`src/rtl/axis_pkg.sv`:
```
// Shared constants and beat layout for the AXI-Stream FIFO.
// The top rebuilds the same {last, data} packing at its own DATA_W.
package axis_pkg;

  localparam int AXIS_DATA_W_DEF = 32;
  localparam int AXIS_DEPTH_DEF  = 16;

  // One stored beat: tlast in the MSB, tdata below it.
  typedef struct packed {
    logic                       last;
    logic [AXIS_DATA_W_DEF-1:0] data;
  } axis_beat_t;

endpackage

```
`src/rtl/axis_fifo_mem.sv`:
```
// Beat storage for axis_fifo: DEPTH x W, synchronous write, asynchronous read.
// Holds no control state; pointers and occupancy live in the top.
module axis_fifo_mem #(
  parameter int W     = 33,
  parameter int DEPTH = 16,
  parameter int AW    = $clog2(DEPTH)
) (
  input  logic          axi_clk,
  input  logic          we,
  input  logic [AW-1:0] waddr,
  input  logic [W-1:0]  wdata,
  input  logic [AW-1:0] raddr,
  output logic [W-1:0]  rdata
);

  logic [W-1:0] mem_q [DEPTH];

  // Write port: contents are never reset, stale entries are unreachable.
  always_ff @(posedge axi_clk) begin
    if (we) mem_q[waddr] <= wdata;
  end

  // Read port is combinational so the head beat falls through to m_axis.
  assign rdata = mem_q[raddr];

endmodule

```
`src/rtl/axis_fifo.sv`:
```
// First-word-fall-through AXI-Stream FIFO with packet counting.
// Define AXIS_FIFO_PKT_MODE_EN for store-and-forward: output is held off
// until a whole packet is stored, or the FIFO is full (oversize cut-through).
module axis_fifo
  import axis_pkg::*;
#(
  parameter int DATA_W = AXIS_DATA_W_DEF,
  parameter int DEPTH  = AXIS_DEPTH_DEF
) (
  input  logic                       axi_clk,
  input  logic                       axi_resetn,
  input  logic                       s_axis_tvalid,
  output logic                       s_axis_tready,
  input  logic                       s_axis_tlast,
  input  logic [DATA_W-1:0]          s_axis_tdata,
  output logic                       m_axis_tvalid,
  input  logic                       m_axis_tready,
  output logic                       m_axis_tlast,
  output logic [DATA_W-1:0]          m_axis_tdata,
  output logic [$clog2(DEPTH):0]     fill_level,
  output logic [$clog2(DEPTH):0]     pkt_count
);

  localparam int AW = $clog2(DEPTH);
  localparam int CW = AW + 1;
  localparam logic [CW-1:0] FULL_CNT = CW'(DEPTH);

  logic [AW-1:0] wr_ptr_q, wr_ptr_d, rd_ptr_q, rd_ptr_d;
  logic [CW-1:0] count_q, count_d, pkt_q, pkt_d;
  logic          rdy_q;
  logic          wr_en, rd_en, out_vld, rd_last;
  logic [DATA_W:0] wr_beat, rd_beat;

  // rdy_q keeps tready low during reset and until the first clock after it.
  assign s_axis_tready = rdy_q && (count_q < FULL_CNT);

`ifdef AXIS_FIFO_PKT_MODE_EN
  assign out_vld = (pkt_q != '0) || (count_q == FULL_CNT);
`else
  assign out_vld = (count_q != '0);
`endif

  assign wr_en   = s_axis_tvalid && s_axis_tready;
  assign rd_en   = out_vld && m_axis_tready;
  assign wr_beat = {s_axis_tlast, s_axis_tdata};
  assign rd_last = rd_beat[DATA_W];

  assign m_axis_tvalid = out_vld;
  assign m_axis_tdata  = out_vld ? rd_beat[DATA_W-1:0] : '0;
  assign m_axis_tlast  = out_vld && rd_last;
  assign fill_level    = count_q;
  assign pkt_count     = pkt_q;

  axis_fifo_mem #(.W(DATA_W + 1), .DEPTH(DEPTH), .AW(AW)) u_mem (
    .axi_clk (axi_clk),
    .we      (wr_en),
    .waddr   (wr_ptr_q),
    .wdata   (wr_beat),
    .raddr   (rd_ptr_q),
    .rdata   (rd_beat)
  );

  // Next-state: pointers wrap naturally at AW bits, counts net out push/pop.
  always_comb begin
    wr_ptr_d = wr_ptr_q;
    rd_ptr_d = rd_ptr_q;
    count_d  = count_q;
    pkt_d    = pkt_q;
    if (wr_en) wr_ptr_d = wr_ptr_q + 1'b1;
    if (rd_en) rd_ptr_d = rd_ptr_q + 1'b1;
    case ({wr_en, rd_en})
      2'b10:   count_d = count_q + 1'b1;
      2'b01:   count_d = count_q - 1'b1;
      default: count_d = count_q;
    endcase
    case ({wr_en && s_axis_tlast, rd_en && rd_last})
      2'b10:   pkt_d = pkt_q + 1'b1;
      2'b01:   pkt_d = pkt_q - 1'b1;
      default: pkt_d = pkt_q;
    endcase
  end

  // State registers; reset drops every stored beat by zeroing occupancy.
  always_ff @(posedge axi_clk or negedge axi_resetn) begin
    if (!axi_resetn) begin
      wr_ptr_q <= '0;
      rd_ptr_q <= '0;
      count_q  <= '0;
      pkt_q    <= '0;
      rdy_q    <= 1'b0;
    end else begin
      wr_ptr_q <= wr_ptr_d;
      rd_ptr_q <= rd_ptr_d;
      count_q  <= count_d;
      pkt_q    <= pkt_d;
      rdy_q    <= 1'b1;
    end
  end

endmodule
```
`config.mk`:
```
export PLATFORM = sky130hd
export DESIGN_NAME = axis_fifo
export DESIGN_NICKNAME = d
export VERILOG_FILES = /design/src/rtl/axis_pkg.sv /design/src/rtl/axis_fifo_mem.sv /design/src/rtl/axis_fifo.sv
export SDC_FILE = /design/constraint.sdc
export NUM_CORES = 1
export LEC_CHECK = 0
export ABC_AREA = 1
export BUFFER_PORTS_ARGS = -buffer_cell sky130_fd_sc_hd__buf_2
export CORE_ASPECT_RATIO = 0.8
export CORE_UTILIZATION = 40
export DETAILED_ROUTE_END_ITERATION = 10
export PLACE_DENSITY = 0.65
export SYNTH_ARGS = -nofsm -noshare
export SYNTH_HDL_FRONTEND = slang
export SYNTH_SLANG_ARGS = --single-unit
```
`constraint.sdc`:
```
create_clock -name axi_clk -period 5.8 [get_ports axi_clk]
set_input_delay 0.29 -clock axi_clk [delete_from_list [all_inputs] [get_ports axi_clk]]
set_output_delay 0.29 -clock axi_clk [all_outputs]
set_load 0.01 [all_outputs]
```
Word-level counts from Yosys, hierarchy flattened
Memory sizes are Yosys's and may differ from the RTL's.
Cells that the tools add are included.
- equal/unequal tests: 4
- multiplexer cells: 5
- magnitude comparators: 1
- add/sub/neg operators: 6
- reductions and logical operators: 9
- operators with widths (cell ; number):
    two-way mux 32 bit ; 1
    one-hot mux 5 bit (2 select lines) ; 2
    adder 5 x 1 -> 5 bit, second input constant ; 2
    subtractor 5 x 1 -> 5 bit, second input constant ; 2
    adder 4 x 1 -> 4 bit, second input constant ; 2
    logical AND 1 bit ; 6
    less-than comparator 5 bit, second input constant ; 1
    nonzero test 5 bit ; 1
    == test 2 x 1 -> 1 bit, second input constant ; 2
    == test 2 bit, second input constant ; 2
    nonzero test 2 bit ; 2
    two-way mux 1 bit ; 2
- bits in writable memories: 528
- register bits: 19
- memories: 1
- bits of input ports: 37
- memory list (memory ; words ; bits a word ; read ports ; clocked after memory_dff ; wr ports ; line ; source):
    u_mem.mem_q ; 16 ; 33 ; 1 ; 0 ; 1 ; axis_fifo_mem.sv:16 ; logic [W-1:0] mem_q [DEPTH];

Logic depth before layout (Yosys ltp)
- depth after elaboration: 6
- mapped depth: 21
- mapped depth without buffers: 18

Cells and area by module
Synthesis repeated with hierarchy kept, for this count alone.
- cells, all modules: 2359
- area total of the unflattened synthesis: 23995.5 sq um
- modules (own cells, without submodules) (module ; area an instance (sq um) ; cells an instance ; sequential area each (sq um) ; instances):
    axis_fifo_mem ; 22580.4 ; 2152 ; 15855.2 ; 1
    axis_fifo ; 1415.1 ; 207 ; 475.5 ; 1

Worst setup path after synthesis
OpenSTA, ideal clock, no wires.
- path kind: reg-to-reg
- from: register count_q[4] (netlist: fill_level[4])
- to: memory u_mem.mem_q[11][0] (enable)
- library setup time: 0.423 ns
- data required time: 5.377 ns
- cell stages (with the launch flop): 6
- data arrival time: 2.534 ns
- buffers on the path: 0
- slack: 2.842 ns
- cells stage by stage: dfrtp_1 -> nor2_1 -> nand2_1 -> inv_1 -> nand2_1 -> nor2_1
- longest elaborated chain between the ends: 5
- ends and longest elaborated chain (what ; line ; source):
    from (decl) ; axis_fifo.sv:29 ; logic [CW-1:0] count_q, count_d, pkt_q, pkt_d;
    from (signal assigned) ; axis_fifo.sv:94 ; count_q <= count_d;
    less-than comparator 5 bit ; axis_fifo.sv:35 ; assign s_axis_tready = rdy_q && (count_q < FULL_CNT);
    logical AND 1 bit ; axis_fifo.sv:35 ;
    named net s_axis_tready ; axis_fifo.sv:13 ; output logic s_axis_tready,
    logical AND 1 bit ; axis_fifo.sv:43 ; assign wr_en = s_axis_tvalid && s_axis_tready;
    two-way mux 1 bit ; axis_fifo_mem.sv:20 ; if (we) mem_q[waddr] <= wdata;
    two-way mux 1 bit (not written as such) ; axis_fifo_mem.sv:20 ;
    to (decl) ; axis_fifo_mem.sv:16 ;
The timed path passes the listed nets, and every way through them passes these cells.

Final worst setup path
- from: register rd_ptr_q[0]
- to: output port m_axis_tdata[11]
- longest elaborated chain between the ends: 2
- ends and longest elaborated chain (what ; line ; source):
    from (decl) ; axis_fifo.sv:28 ; logic [AW-1:0] wr_ptr_q, wr_ptr_d, rd_ptr_q, rd_ptr_d;
    from (signal assigned) ; axis_fifo.sv:93 ; rd_ptr_q <= rd_ptr_d;
    memory read (16 x 33 bit) ; - ;
    two-way mux 32 bit ; axis_fifo.sv:49 ; assign m_axis_tdata = out_vld ? rd_beat[DATA_W-1:0] : '0;
    to (decl) ; axis_fifo.sv:19 ; output logic [DATA_W-1:0] m_axis_tdata,
Every way passes these cells.

==> results.py <==
metrics = {
    "flow_run": {
        "maxCapViolations": 0,
    },
    "setup_path": {
        "cp_data_arrival_time_ns": 4.23,
        "endpoint_kind": "primary output",
        "timing.rr.start": "rd_ptr_q[0]",
        "criticalPathCategory": "reg -> out",
        "rr_worst_depth": 15,
        "r2r_slack_ns": 1.91,
        "startpoint_type": "flop",
        "critPathMaxFanout": 186,
        "required_ns": 5.51,
        "r2r-end": "pkt_count[4]",
    },
    "synth": {
        "synth_common_cells": "nand2_1, edfxtp_1, nand3_1",
        "synth_warnings": 0,
        "synth_area_leaders": "edfxtp_1, nand2_1, nand3_1, dfrtp_1, buf_6",
        "synth_area_leader_cell": "edfxtp_1",
        "synth-main-ff-cell": "edfxtp_1",
        "ys_ff_latch": 547,
        "synth_top_area_share_pct": 70.4,
        "synth_cell_types": 27,
        "syn_avg_cell_area_sq_um": 11.9,
        "async_flop_share_pct": 3.47,
        "synth_most_common_cell": "nand2_1",
        "ys_seq_area_share_pct": 72.5,
        "syn_nets": 1948,
        "synth_enable_flop_cells": 528,
        "syn-cell-area_sq_um": 22500,
        "synthCells": 1898,
    },
    "floorplan": {
        "core_sq_um": 55500,
        "start_util_pct": 40.6,
        "rows": 77,
        "fp.dieH_um": 214,
        "io_pins": 82,
        "fp.dieW_um": 267,
        "dieArea_sq_um": 57300,
    },
    "timing": {
        "slew_viol_final": 0,
        "max_freq_mhz": 221,
        "min_period_ns": 4.52,
        "setup_violations": 0,
        "tns_ns": 0,
        "fin_ws_ns": 1.28,
        "skew_ns": 0.0129,
        "rsz0062_at_grt": "no",
        "finalHoldViolCount": 0,
        "tightestPinTransition_ns": 1.14,
        "fin_crit_sh_pct": 77.9,
        "slew-limit-headroom_pct": 23.9,
    },
    "power_and_ir_drop": {
        "internal-power_mw": 7.66,
        "p_seq_share_pct": 39.7,
        "irDropWorstVdd_v": 0.000430,
        "clock_power_share_pct": 27.0,
        "fin_total_pwr_mw": 12.2,
        "power.leakage_nw": 9.17,
        "swShare_pct": 37.1,
        "combPwrFrac_pct": 33.3,
        "power_density_nw_per_um2": 486,
        "switchingPower_mw": 4.51,
    },
    "clocking": {
        "cts_buffer_depth": 3,
        "post_cts_resized": 0,
        "cts_buffers": 51,
        "htree_levels": 2,
        "cts_hold_buf": 1,
        "cts_root_buf": "clkbuf_16",
        "path_clk_slew_ns": 0.06,
        "insertion_delay_ns": 0.59,
        "clock-sinks": 547,
        "tritoncts": "yes",
        "post_cts_buffers": 0,
    },
    "run_status": {
        "status": "finished, final reports clean",
    },
    "finish": {
        "area_growth_pct": 11.2,
        "drive_gt1_share_pct": 10.2,
        "fill_cells": 5003,
        "layout.nets": 1994,
    },
    "worst_hold_path": {
        "hp-start": "s_axis_tvalid",
        "hold_class": "in -> reg",
        "whs_path_depth": 3,
        "hold_end": "wr_ptr_q[0]",
    },
    "grt": {
        "grt_pass1_vias": 13600,
        "overflow": 0,
        "grt_antenna_before_repair": 5,
        "grt_pass1_wl_um": 82600,
        "grt_max_degree": 187,
        "grtUsageTotal_pct": 19.1,
    },
    "placed_design": {
        "io_buffers": 81,
        "dp_hpwl_um": 25800,
        "dp_slack_ns": 1.90,
        "gp_congestion": 0.736,
    },
    "drt": {
        "wl_um": 54900,
        "drtIter0Drc": 1592,
        "wl_per_cell_um": 20.1,
        "first_pass_iters": 6,
        "via_per_inst": 5.24,
        "drt.antenna.violating_nets": 0,
        "num_vias": 14300,
        "drc": 0,
    },
}
==> placed cells by master (no fill, tap or decap), drive strengths merged <==
cell,n
a21o,1
a21oi,35
buf,106
bufinv,3
clkbuf,77
clkinv,9
clkinvlp,1
conb,1
dfrtp,19
diode,3
dlygate4sd3,1
edfxtp,528
fa,1
ha,12
inv,36
nand2,702
nand3,403
nand3b,1
nand4,2
nor2,23
o21ai,8
o22ai,1
or2,1
xnor2,5
xor2,8
==> state kept, by name, summed over array words and instances, names as in the netlist <==
name / flops
u_mem.mem_q: 528
fill_level: 5
pkt_count: 5
rd_ptr_q: 4
wr_ptr_q: 4
rdy_q: 1
==> layout make-up <==
class                           count  area (sq um)  share of cell area [%]
Timing Repair Buffer              107           603                    2.41
Antenna cell                        3          7.51                  0.0300
Clock inverter                     16           168                   0.669
Clock buffer                       77          1450                    5.80
Multi-Input combinational cell   1204          5400                    21.6
Tap cell                          750           938                    3.75
Inverter                           33           134                   0.535
Sequential cell                   547         16300                    65.2
==> critical path: stages, from the launching register on <==
cell and delay, ns:
dfrtp_4 0.81, inv_8 0.88, buf_4 0.82, nand2_1 0.12, nand3_1 0.10, nand3_1 0.09, nand2_1 0.09, nand2_1 0.05
a21oi_1 0.31, buf_2 0.20
==> routing by layer <==
| metal | global-route usage (%) | vias to the layer above | share of wire [%] |
|---|---|---|---|
| li1 | - | 6696 | - |
| met1 | 28.5 | 6995 | 45 |
| met2 | 28.7 | 567 | 45 |
| met3 | 3.48 | 88 | 7.9 |
| met4 | 4.67 | 2 | 2.0 |
| met5 | 0 | - | 0.015 |
==> cells by family (layout without fill, tap and decap cells) <==
family	Yosys count	after routing	share of synthesized area, %
buffers and inverters	147	233	4.08
xor gates and xnor gates	13	13	0.505
adders and majority gates	13	13	0.755
and+or+nand+nor	1132	1132	21.1
AOI/OAI and AO/OA	45	45	1.02
DFF	547	547	72.5
other	1	4	0.0166
==> power groups by stage <==
stage	clock network (mW)	logic, mW	registers (mW)
floorplan	0	3.15	4.71
global placement	0	4.00	4.90
detailed placement	0	4.07	4.91
CTS	3.34	4.09	4.83
global route	3.49	4.53	4.86
finish	3.29	4.06	4.83
==> worst max-delay path by stage <==
stage / end / slack [ns] / depth (start not counted) / start
after floorplan: u_mem.mem_q[11][0] / 2.84 / 5 / fill_level[4]
after global placement: m_axis_tdata[11] / 1.92 / 9 / rd_ptr_q[0]
after detailed placement: m_axis_tdata[11] / 1.90 / 9 / rd_ptr_q[0]
after CTS: m_axis_tdata[11] / 1.25 / 9 / rd_ptr_q[0]
after global routing: m_axis_tdata[11] / 0.97 / 9 / rd_ptr_q[0]
final: m_axis_tdata[11] / 1.28 / 9 / rd_ptr_q[0]
==> through the flow <==
stage                     hold slack (ns)  instances  instance area [sq um]  utilization [%]
after floorplan                  -0.00559       1898                  22500                -
after global placement              0.261       2640                  23400             42.2
after detailed placement            0.274       2640                  23400             42.2
after CTS                          0.0345       2734                  25000             45.1
after global routing               0.0537       2735                  25000             45.1
final                              0.0634       2737                  25000             45.1
Power figures use the tool's default switching activity.
